===== config.mk =====
export PLATFORM = sky130hd
export DESIGN_NAME = mlp_frame_sequencer
export DESIGN_NICKNAME = d
export VERILOG_FILES = /design/src/rtl/mlp_seq_pkg.sv /design/src/rtl/mlp_settle_timer.sv /design/src/rtl/mlp_frame_sequencer.sv
export SDC_FILE = /design/constraint.sdc
export NUM_CORES = 1
export LEC_CHECK = 0
export ABC_AREA = 1
export BUFFER_PORTS_ARGS = -buffer_cell sky130_fd_sc_hd__buf_4
export CAP_MARGIN = 15
export CORE_MARGIN = 3
export CORE_UTILIZATION = 54
export DETAILED_ROUTE_END_ITERATION = 8
export PLACE_DENSITY = 0.8
export REMOVE_ABC_BUFFERS = 1
export SETUP_SLACK_MARGIN = 0.4
export SYNTH_ARGS = -nofsm -noshare
export SYNTH_HDL_FRONTEND = slang
export SYNTH_SLANG_ARGS = --single-unit

===== constraint.sdc =====
create_clock -name clk -period 2.2 [get_ports clk]
set_input_delay 0.33 -clock clk [delete_from_list [all_inputs] [get_ports clk]]
set_output_delay 0.33 -clock clk [all_outputs]
set_load 0.005 [all_outputs]

===== src/rtl/mlp_seq_pkg.sv =====
// Shared constants and types for the approximate-MLP frame sequencer.
//   N_FEAT / FEAT_W / CLS_W : frame geometry and classifier result width
//   INP_W                   : width of the flat classifier input bus
//   CNT_W                   : beat counter width, clog2(N_FEAT)
//   seq_state_e             : sequencer FSM states {LOAD, SETTLE, HOLD}
package mlp_seq_pkg;

    localparam int unsigned N_FEAT = 21;
    localparam int unsigned FEAT_W = 4;
    localparam int unsigned CLS_W  = 2;
    localparam int unsigned INP_W  = N_FEAT * FEAT_W;
    localparam int unsigned CNT_W  = $clog2(N_FEAT);

    typedef enum logic [1:0] {
        LOAD   = 2'd0,
        SETTLE = 2'd1,
        HOLD   = 2'd2
    } seq_state_e;

    typedef logic [CNT_W-1:0] beat_cnt_t;

endpackage


===== src/rtl/mlp_settle_timer.sv =====
// Loadable down-counter that times the classifier settle window.
//   clk, rst_n : clock, asynchronous active-low reset
//   start      : load CYCLES; the window begins the following cycle
//   done       : high on the last cycle of the window
//   near_done  : high on the cycle before the last (valid for CYCLES >= 2)
module mlp_settle_timer #(
    parameter int unsigned CYCLES = 4
) (
    input  logic clk,
    input  logic rst_n,
    input  logic start,
    output logic done,
    output logic near_done
);

    localparam int unsigned TW = $clog2(CYCLES + 1);

    logic [TW-1:0] count_q;

    always_ff @(posedge clk or negedge rst_n) begin
        if (!rst_n) begin
            count_q <= '0;
        end else if (start) begin
            count_q <= TW'(CYCLES);
        end else if (count_q != '0) begin
            count_q <= count_q - TW'(1);
        end
    end

    // Count value N means N window cycles remain, including the current one.
    assign done      = (count_q == TW'(1));
    assign near_done = (count_q == TW'(2));

endmodule


===== src/rtl/mlp_frame_sequencer.sv =====
// Frame collector and result capture for the combinational approximate-MLP core.
// Gathers 21 4-bit feature beats into clf_inp, holds them for SETTLE_CYC cycles,
// captures the argmax class from clf_out and offers it on a valid/ready handshake.
// Optional feature: define MLP_SEQ_STABLE_EN to also sample clf_out one cycle
// early and flag res_err when the two samples disagree.
//   clk, rst_n                         : clock, asynchronous active-low reset
//   feat_valid/feat_data/feat_last     : feature beat stream in
//   feat_ready                         : beat accepted (LOAD only)
//   clf_inp                            : flat feature vector to classifier
//   clf_out                            : classifier argmax result
//   res_valid/res_class/res_ready      : result handshake
//   res_err                            : result unstable (optional feature)
//   frame_err                          : 1-cycle pulse on malformed frame
//   busy                               : SETTLE or HOLD
module mlp_frame_sequencer
    import mlp_seq_pkg::*;
#(
    parameter int unsigned SETTLE_CYC = 4
) (
    input  logic             clk,
    input  logic             rst_n,
    input  logic             feat_valid,
    input  logic [FEAT_W-1:0] feat_data,
    input  logic             feat_last,
    output logic             feat_ready,
    output logic [INP_W-1:0] clf_inp,
    input  logic [CLS_W-1:0] clf_out,
    output logic             res_valid,
    output logic [CLS_W-1:0] res_class,
    input  logic             res_ready,
    output logic             res_err,
    output logic             frame_err,
    output logic             busy
);

    seq_state_e       state_q, state_d;
    beat_cnt_t        cnt_q;
    logic [INP_W-1:0] inp_q;
    logic [CLS_W-1:0] res_class_q;
    logic             frame_err_q;

    logic beat_acc;
    logic is_last_slot;
    logic frame_bad;
    logic timer_start;
    logic timer_done;
    logic timer_near;

    assign is_last_slot = (cnt_q == CNT_W'(N_FEAT - 1));
    // A frame is malformed when feat_last disagrees with the slot position.
    assign frame_bad    = beat_acc && (feat_last != is_last_slot);

    mlp_settle_timer #(
        .CYCLES (SETTLE_CYC)
    ) u_settle_timer (
        .clk       (clk),
        .rst_n     (rst_n),
        .start     (timer_start),
        .done      (timer_done),
        .near_done (timer_near)
    );

    // FSM state register
    always_ff @(posedge clk or negedge rst_n) begin
        if (!rst_n) begin
            state_q <= LOAD;
        end else begin
            state_q <= state_d;
        end
    end

    // FSM next-state and handshake outputs
    always_comb begin
        state_d     = state_q;
        feat_ready  = 1'b0;
        beat_acc    = 1'b0;
        timer_start = 1'b0;
        case (state_q)
            LOAD: begin
                feat_ready = 1'b1;
                if (feat_valid) begin
                    beat_acc = 1'b1;
                    if (is_last_slot && feat_last) begin
                        state_d     = SETTLE;
                        timer_start = 1'b1;
                    end
                end
            end
            SETTLE: begin
                if (timer_done) begin
                    state_d = HOLD;
                end
            end
            HOLD: begin
                if (res_ready) begin
                    state_d = LOAD;
                end
            end
            default: state_d = LOAD;
        endcase
    end

    // Beat capture; slots of a discarded frame are intentionally left as written.
    always_ff @(posedge clk or negedge rst_n) begin
        if (!rst_n) begin
            cnt_q       <= '0;
            inp_q       <= '0;
            frame_err_q <= 1'b0;
        end else begin
            frame_err_q <= frame_bad;
            if (beat_acc) begin
                for (int i = 0; i < int'(N_FEAT); i++) begin
                    if (cnt_q == CNT_W'(i)) begin
                        inp_q[i*FEAT_W +: FEAT_W] <= feat_data;
                    end
                end
                // Count restarts after a good frame end or any framing error.
                if (feat_last || is_last_slot) begin
                    cnt_q <= '0;
                end else begin
                    cnt_q <= cnt_q + CNT_W'(1);
                end
            end
        end
    end

    // Result capture on the final settle cycle
    always_ff @(posedge clk or negedge rst_n) begin
        if (!rst_n) begin
            res_class_q <= '0;
        end else if (state_q == SETTLE && timer_done) begin
            res_class_q <= clf_out;
        end
    end

`ifdef MLP_SEQ_STABLE_EN
    logic [CLS_W-1:0] early_q;
    logic             res_err_q;

    always_ff @(posedge clk or negedge rst_n) begin
        if (!rst_n) begin
            early_q   <= '0;
            res_err_q <= 1'b0;
        end else begin
            if (state_q == SETTLE && timer_near) begin
                early_q <= clf_out;
            end
            if (state_q == SETTLE && timer_done) begin
                res_err_q <= (early_q != clf_out);
            end else if (state_q == HOLD && res_ready) begin
                res_err_q <= 1'b0;
            end
        end
    end

    assign res_err = res_err_q;
`else
    logic unused_near;
    assign unused_near = timer_near;
    assign res_err     = 1'b0;
`endif

    assign clf_inp   = inp_q;
    assign res_valid = (state_q == HOLD);
    assign res_class = res_class_q;
    assign frame_err = frame_err_q;
    assign busy      = (state_q == SETTLE) || (state_q == HOLD);

endmodule


==> results.py, run 1 <==
metrics = {
    "logic_synthesis": {
        "ys_top_cells_by_area": "dfrtp_1 (56%), nand2_1 (17%), nand4_1 (8.9%)",
        "synth_area_mm2": 0.00437,
        "synth_top_area_cell": "dfrtp_1",
        "ys_ff_latch": 97,
        "seq_area_frac_synth_pct": 55.5,
        "netlist.area_leader.share_pct": 55.5,
        "synth_flop_cell": "dfrtp_1",
        "synth_cell_types": 21,
        "synth_edf_count": 0,
        "avgSynthCellArea_um2": 8.69,
        "postSynthCellCount": 503,
        "synthArstFlopShare_pct": 100,
        "synth_warnings": 0,
    },
    "setup_path": {
        "crit_path_end_kind": "flop",
        "cp.required_ns": 2.45,
        "r2r_end": "u_settle_timer.count_q[1]$_DFFE_PN0P_",
        "worstRegToRegCells": 11,
        "path_max_fanout": 4,
        "crit_slowest_cell": "dfrtp_1",
        "crit_start": "cnt_q[1]$_DFFE_PN0P_",
        "worstReg2RegStart": "cnt_q[1]$_DFFE_PN0P_",
        "cpMostUsedCell": "nand2_1",
        "crit_type": "reg -> reg",
        "max_stage_delay_ns": 0.42,
        "worstPathCellList": "inv_2 > ha_2 > nand2_1 > nor2_4 > buf_4 > ha_1 > nand2_1 > inv_1 > nand2_1 > nand3b_1 > o21ai_0",
        "reg2reg_slack_ns": 0.47,
        "start_kind": "flop",
        "arrival_ns": 1.98,
    },
    "pwr": {
        "p_int_uw": 3910,
        "p_leak_uw": 0.00307,
        "p_sw_uw": 2140,
        "clkPwrFrac_pct": 21.2,
        "powerDensity_mw_per_mm2": 1090,
        "pwr-share-comb_pct": 36.1,
        "vdd.ir_drop.worst_v": 0.000633,
        "power.share.sequential_pct": 42.7,
        "swShare_pct": 35.4,
    },
    "floorplanning": {
        "core_mm2": 0.00781,
        "row_count": 32,
        "ios": 102,
        "fp.dieW_um": 96.0,
        "initial_core_util_pct": 56.0,
        "dieArea_mm2": 0.00921,
        "die_height_um": 96.0,
    },
    "layout": {
        "n_antenna_cell": 0,
        "finalInstanceArea_mm2": 0.00556,
        "fin_cells": 712,
        "area_growth_pct": 27.1,
        "final_nets": 629,
        "drive_gt1_share_pct": 25.7,
    },
    "global_route": {
        "grt_antenna_before_repair": 0,
        "grt_max_degree": 61,
        "grt_pass1_vias": 3640,
        "grt_util_all_layers_pct": 25.2,
        "grt.overflow.total": 0,
        "grt_first_pass_wirelength_um": 17800,
    },
    "timing": {
        "hold_violations": 0,
        "period_minus_slack_ns": 1.73,
        "holdWs_ns": 0.211,
        "clock_skew_ns": 0.00550,
        "slew_violations": 0,
        "setup_tns_ns": 0,
        "finalCritPeriodShare_pct": 78.7,
        "rsz0062_at_grt": "no",
        "fmax_ghz": 0.578,
        "setup_viol": 0,
    },
    "worst_hold_path": {
        "min_to": "res_class[1]$_DFFE_PN0P_",
        "min_path_cells": 3,
        "hp-class": "in -> reg",
        "worstHoldStart": "clf_out[1]",
    },
    "status": {
        "status": "finished, final reports clean",
    },
    "placed_design": {
        "place_area_mm2": 0.00517,
        "dpl.hpwl_um": 7240,
        "place.gp.congestion": 0.874,
        "dp.cells": 680,
        "portBuffers": 100,
    },
    "route": {
        "routedWlPerCell_um": 16.2,
        "drtAntennaViolNets": 0,
        "drt_first_pass_iters": 5,
        "wirelength_um": 11500,
        "vias": 4041,
        "drcViolationCount": 0,
        "drt-initial-drc-count": 271,
        "vias_per_cell": 5.68,
    },
    "clock_network": {
        "cts_tree": "built",
        "worstSkewPairLatency_ns": 0.37,
        "clockRootBuffer": "clkbuf_8",
        "cts_sinks": 97,
        "clk_path_buf_depth": 2,
        "htree_levels": 3,
        "cts_buffers": 9,
        "clk_pin_slew_ns": 0.09,
    },
    "run": {
        "cap_violations": 0,
    },
}
## what timing repair did
item,in CTS,in global routing
endpoints found under the hold margin,34,0
buffers inserted,5,8
gates resized for setup,2,9
gates cloned,2,0
pin swaps,4,2
setup endpoints to repair,56,70
hold buffers,1,0
## flip-flops by register name, indices dropped and copies added (netlist names)
signal                  count
clf_inp                    84
cnt_q                       5
frame_err                   1
res_class                   2
state_q                     2
u_settle_timer.count_q      3
## cell usage after synthesis, drive strengths merged (2+ instances only)
| library cell | instances |
|---|---|
| ha | 13 |
| nand4 | 62 |
| clkbuf | 15 |
| nor2 | 14 |
| nand2 | 200 |
| nand3 | 42 |
| inv | 29 |
| a21oi | 2 |
| buf | 18 |
| o21ai | 6 |
| dfrtp | 97 |
## routing by layer
metal | global-route usage, % | share of wire [%] | vias up
met1 | 35.1 | 42 | 1960
li1 | - | - | 1869
met5 | 0 | 0 | -
met2 | 39.5 | 48 | 189
met4 | 8.18 | 2.1 | 0
met3 | 5.24 | 8.0 | 23
## worst max-delay path: cells and delay by family, from the launching register on
kind            cells  cell delay (ns)
compound gates      1             0.09
fa+ha+maj           2             0.33
simple gates        5             0.49
flops               1             0.42
buf+inv             3             0.29
## worst max-delay path by stage
stage	to	slack, ns	depth (start not counted)
global placement	clf_inp[53]$_DFFE_PN0P_	0.37	7
floorplan	clf_inp[64]$_DFFE_PN0P_	0.38	6
detailed placement	clf_inp[54]$_DFFE_PN0P_	0.27	7
global route	u_settle_timer.count_q[1]$_DFFE_PN0P_	0.36	11
finish	u_settle_timer.count_q[1]$_DFFE_PN0P_	0.47	11
CTS	clf_inp[54]$_DFFE_PN0P_	0.40	7
## per-stage QoR
stage | util [%] | total power (uW) | setup slack, ns
floorplan | - | 3460 | 0.381
global placement | 66.2 | 4460 | 0.367
detailed placement | 66.2 | 4570 | 0.272
CTS | 70.0 | 5900 | 0.401
global route | 71.2 | 6430 | 0.365
finish | 71.2 | 6050 | 0.469
## cell families after synthesis
| group | count (synthesis) | synth area share (%) |
|---|---|---|
| DFF | 97 | 55.5 |
| adders and majority gates | 13 | 3.72 |
| other | 1 | 0.0858 |
| and+or+nand+nor | 320 | 33.1 |
| AOI/OAI and AO/OA | 10 | 1.23 |
| buffers and inverters | 62 | 6.35 |
## power groups by stage
| stage | Combinational, uW | Clock [uW] | Sequential [uW] |
|---|---|---|---|
| finish | 2180 | 1280 | 2580 |
| floorplan | 890 | 0 | 2570 |
| CTS | 2040 | 1280 | 2580 |
| detailed placement | 1950 | 0 | 2610 |
| global route | 2440 | 1370 | 2630 |
| global placement | 1860 | 0 | 2600 |
## cell usage in the layout (no fill, tap or decap)
master,netlist,layout
a21oi_1,2,2
buf_12,0,4
buf_4,9,117
bufinv_16,0,2
clkbuf_8,0,9
clkinv_2,0,2
clkinvlp_4,0,3
conb_1,1,1
dfrtp_1,97,97
dlygate4sd3_1,0,1
ha_1,13,10
ha_2,0,3
inv_1,24,21
inv_2,5,6
inv_4,0,1
inv_6,0,1
nand2_1,199,199
nand2_4,1,1
nand3_1,42,41
nand3_2,0,1
nand3b_1,1,1
nand4_1,62,62
nor2_1,10,10
nor2_2,1,1
nor2_4,3,5
o211ai_1,1,1
o21ai_0,6,5
o21ai_1,0,1
o22ai_1,1,1
or2_2,1,1
## layout make-up
cell class              count  area, um^2
flip-flops and latches     97        2430
fillers                   592        2250
multi-input cells         346        1700
repair buffers            122         968
well taps                 102         128
clock buffers               9         124
inverters                  29         115
clock inverters             7        93.8
No activity file was read; power rests on OpenSTA's default activity.
==> run 2, diff against run 1 <==
==> constraint.sdc (replaced) <==
create_clock -name clk -period 1.81 [get_ports clk]
set_input_delay 0.2715 -clock clk [delete_from_list [all_inputs] [get_ports clk]]
set_output_delay 0.2715 -clock clk [all_outputs]
set_load 0.005 [all_outputs]
==> results.py, run 2 (synthesis gave the netlist of run 1 again) <==
metrics = {
    "status": {
        "status": "finished, final reports clean",
    },
    "global_route": {
        "grt_first_pass_wirelength_um": 18800,
        "grt_util_all_layers_pct": 26.6,
        "grt_antenna_before_repair": 0,
        "grt_max_degree": 41,
        "grt_pass1_vias": 3969,
        "grt.overflow.total": 0,
    },
    "layout": {
        "final_cell_mix": "nand2_1 (168), buf_4 (128), dfrtp_1 (97)",
        "final_core_util_pct": 79.3,
        "fin_cells": 742,
        "n_antenna_cell": 0,
        "largest_reg_flops": 84,
        "final_common_cell": "nand2_1",
        "final_nets": 659,
        "area_growth_pct": 41.6,
        "drive_gt1_share_pct": 39.2,
    },
    "timing": {
        "slew_violations": 0,
        "period_minus_slack_ns": 1.59,
        "rsz0062_at_grt": "yes",
        "finalCritPeriodShare_pct": 87.9,
        "clock_skew_ns": 0.00812,
        "setup_viol": 0,
        "fmax_ghz": 0.629,
        "hold_violations": 0,
        "setup_tns_ns": 0,
        "setup_ws_ns": 0.220,
    },
    "route": {
        "routedWlPerCell_um": 17.7,
        "drtAntennaViolNets": 0,
        "drt-initial-drc-count": 256,
        "drcViolationCount": 0,
        "wirelength_um": 13100,
        "drt_first_pass_iters": 4,
        "vias_per_cell": 5.74,
        "vias": 4257,
    },
    "pwr": {
        "swShare_pct": 36.7,
        "p_sw_uw": 2950,
        "clkPwrFrac_pct": 17.9,
        "powerDensity_mw_per_mm2": 1300,
        "p_int_uw": 5080,
        "power.share.sequential_pct": 39.5,
        "total_power_uw": 8030,
        "p_leak_uw": 0.00329,
        "vdd.ir_drop.worst_v": 0.000995,
        "pwr-share-comb_pct": 42.6,
    },
    "placed_design": {
        "dpl.hpwl_um": 7440,
        "preCtsSetupSlack_ns": 0.0454,
        "portBuffers": 100,
        "place.gp.congestion": 0.864,
        "dp.cells": 689,
    },
    "floorplanning": {
        "fp.dieW_um": 96.0,
        "core_mm2": 0.00781,
        "ios": 102,
        "die_height_um": 96.0,
        "initial_core_util_pct": 56.0,
        "dieArea_mm2": 0.00921,
        "row_count": 32,
    },
    "run": {
        "cap_violations": 0,
    },
    "clock_network": {
        "clockRootBuffer": "clkbuf_8",
        "worstSkewPairLatency_ns": 0.37,
        "cts_tree": "built",
        "htree_levels": 3,
        "clk_pin_slew_ns": 0.09,
        "cts_buffers": 9,
        "cts_sinks": 97,
        "clk_path_buf_depth": 2,
    },
    "setup_path": {
        "worstReg2RegStart": "cnt_q[0]$_DFFE_PN0P_",
        "start_kind": "flop",
        "arrival_ns": 1.90,
        "path_max_fanout": 8,
        "cp.required_ns": 2.12,
        "cp-endpoint": "clf_inp[35]$_DFFE_PN0P_",
        "crit_path_end_kind": "flop",
        "r2r_end": "clf_inp[35]$_DFFE_PN0P_",
        "reg2reg_slack_ns": 0.22,
        "crit_start": "cnt_q[0]$_DFFE_PN0P_",
        "worstRegToRegCells": 9,
        "crit_type": "reg -> reg",
    },
    "worst_hold_path": {
        "hp-class": "in -> reg",
        "min_path_cells": 3,
    },
}
==> run 2: changes by cell type in the layout (fill, tap and decap cells not counted), sizes merged <==
cell,before,now
nor2,16,14
clkbuf,9,12
buf,121,153
clkinv,2,5
bufinv,2,1
inv,29,25
clkinvlp,3,2
==> run 2: critical path, cell delays in order (launching register included) <==
cell	delay, ns
dfrtp_1	0.42
inv_2	0.11
ha_4	0.16
buf_4	0.12
inv_2	0.04
nor2_4	0.16
buf_12	0.17
buf_6	0.12
nand4_1	0.12
nand2_1	0.11
==> run 2: how the worst min path moves through the flow <==
stage,from,to,slack (ns)
after floorplan,rst_n,clf_inp[0]$_DFFE_PN0P_,-0.02
after global placement,rst_n,clf_inp[42]$_DFFE_PN0P_,0.24
after detailed placement,rst_n,clf_inp[42]$_DFFE_PN0P_,0.25
after CTS,clf_out[1],res_class[1]$_DFFE_PN0P_,0.15
after global routing,clf_out[0],res_class[0]$_DFFE_PN0P_,0.18
final,clf_out[1],res_class[1]$_DFFE_PN0P_,0.15
==> run 2: area by class of cell <==
type                       instances  area, um^2
timing repair buffer             154        1290
multi-input combinational        344        2030
sequential                        97        2430
clock buffer                      12         145
fill                             484        1610
tap                              102         128
clock inverter                     4        52.6
inverter                          29         123
==> run 2: metrics by stage <==
step / area [um^2] / hold slack, ns
detailed placement: 5240 / 0.252
finish: 6190 / 0.153
CTS: 5890 / 0.153
floorplan: 4200 / -0.0241
global placement: 5240 / 0.244
global route: 6190 / 0.179
==> run 2: power groups by stage <==
stage,registers [uW],logic (uW),clock network (uW)
finish,3170,3420,1440
CTS,3130,2920,1440
global placement,3160,2340,0
global route,3220,3700,1520
detailed placement,3180,2440,0
floorplan,3120,1080,0
==> run 2: routing by layer <==
layer	GRT usage, %	vias up	wire (um)
li1	-	1922	-
met1	33.8	2082	5060
met2	44.7	219	6640
met3	6.10	34	1090
met4	9.12	0	346
met5	0	-	0
==> run 2: timing repair <==
item,4_1_cts,5_1_grt
hold buffers,1,0
endpoints found under the hold margin,31,0
pin swaps,12,36
setup endpoints to repair,98,98
cloned,1,0
gates resized for setup,66,61
buffers inserted,26,9
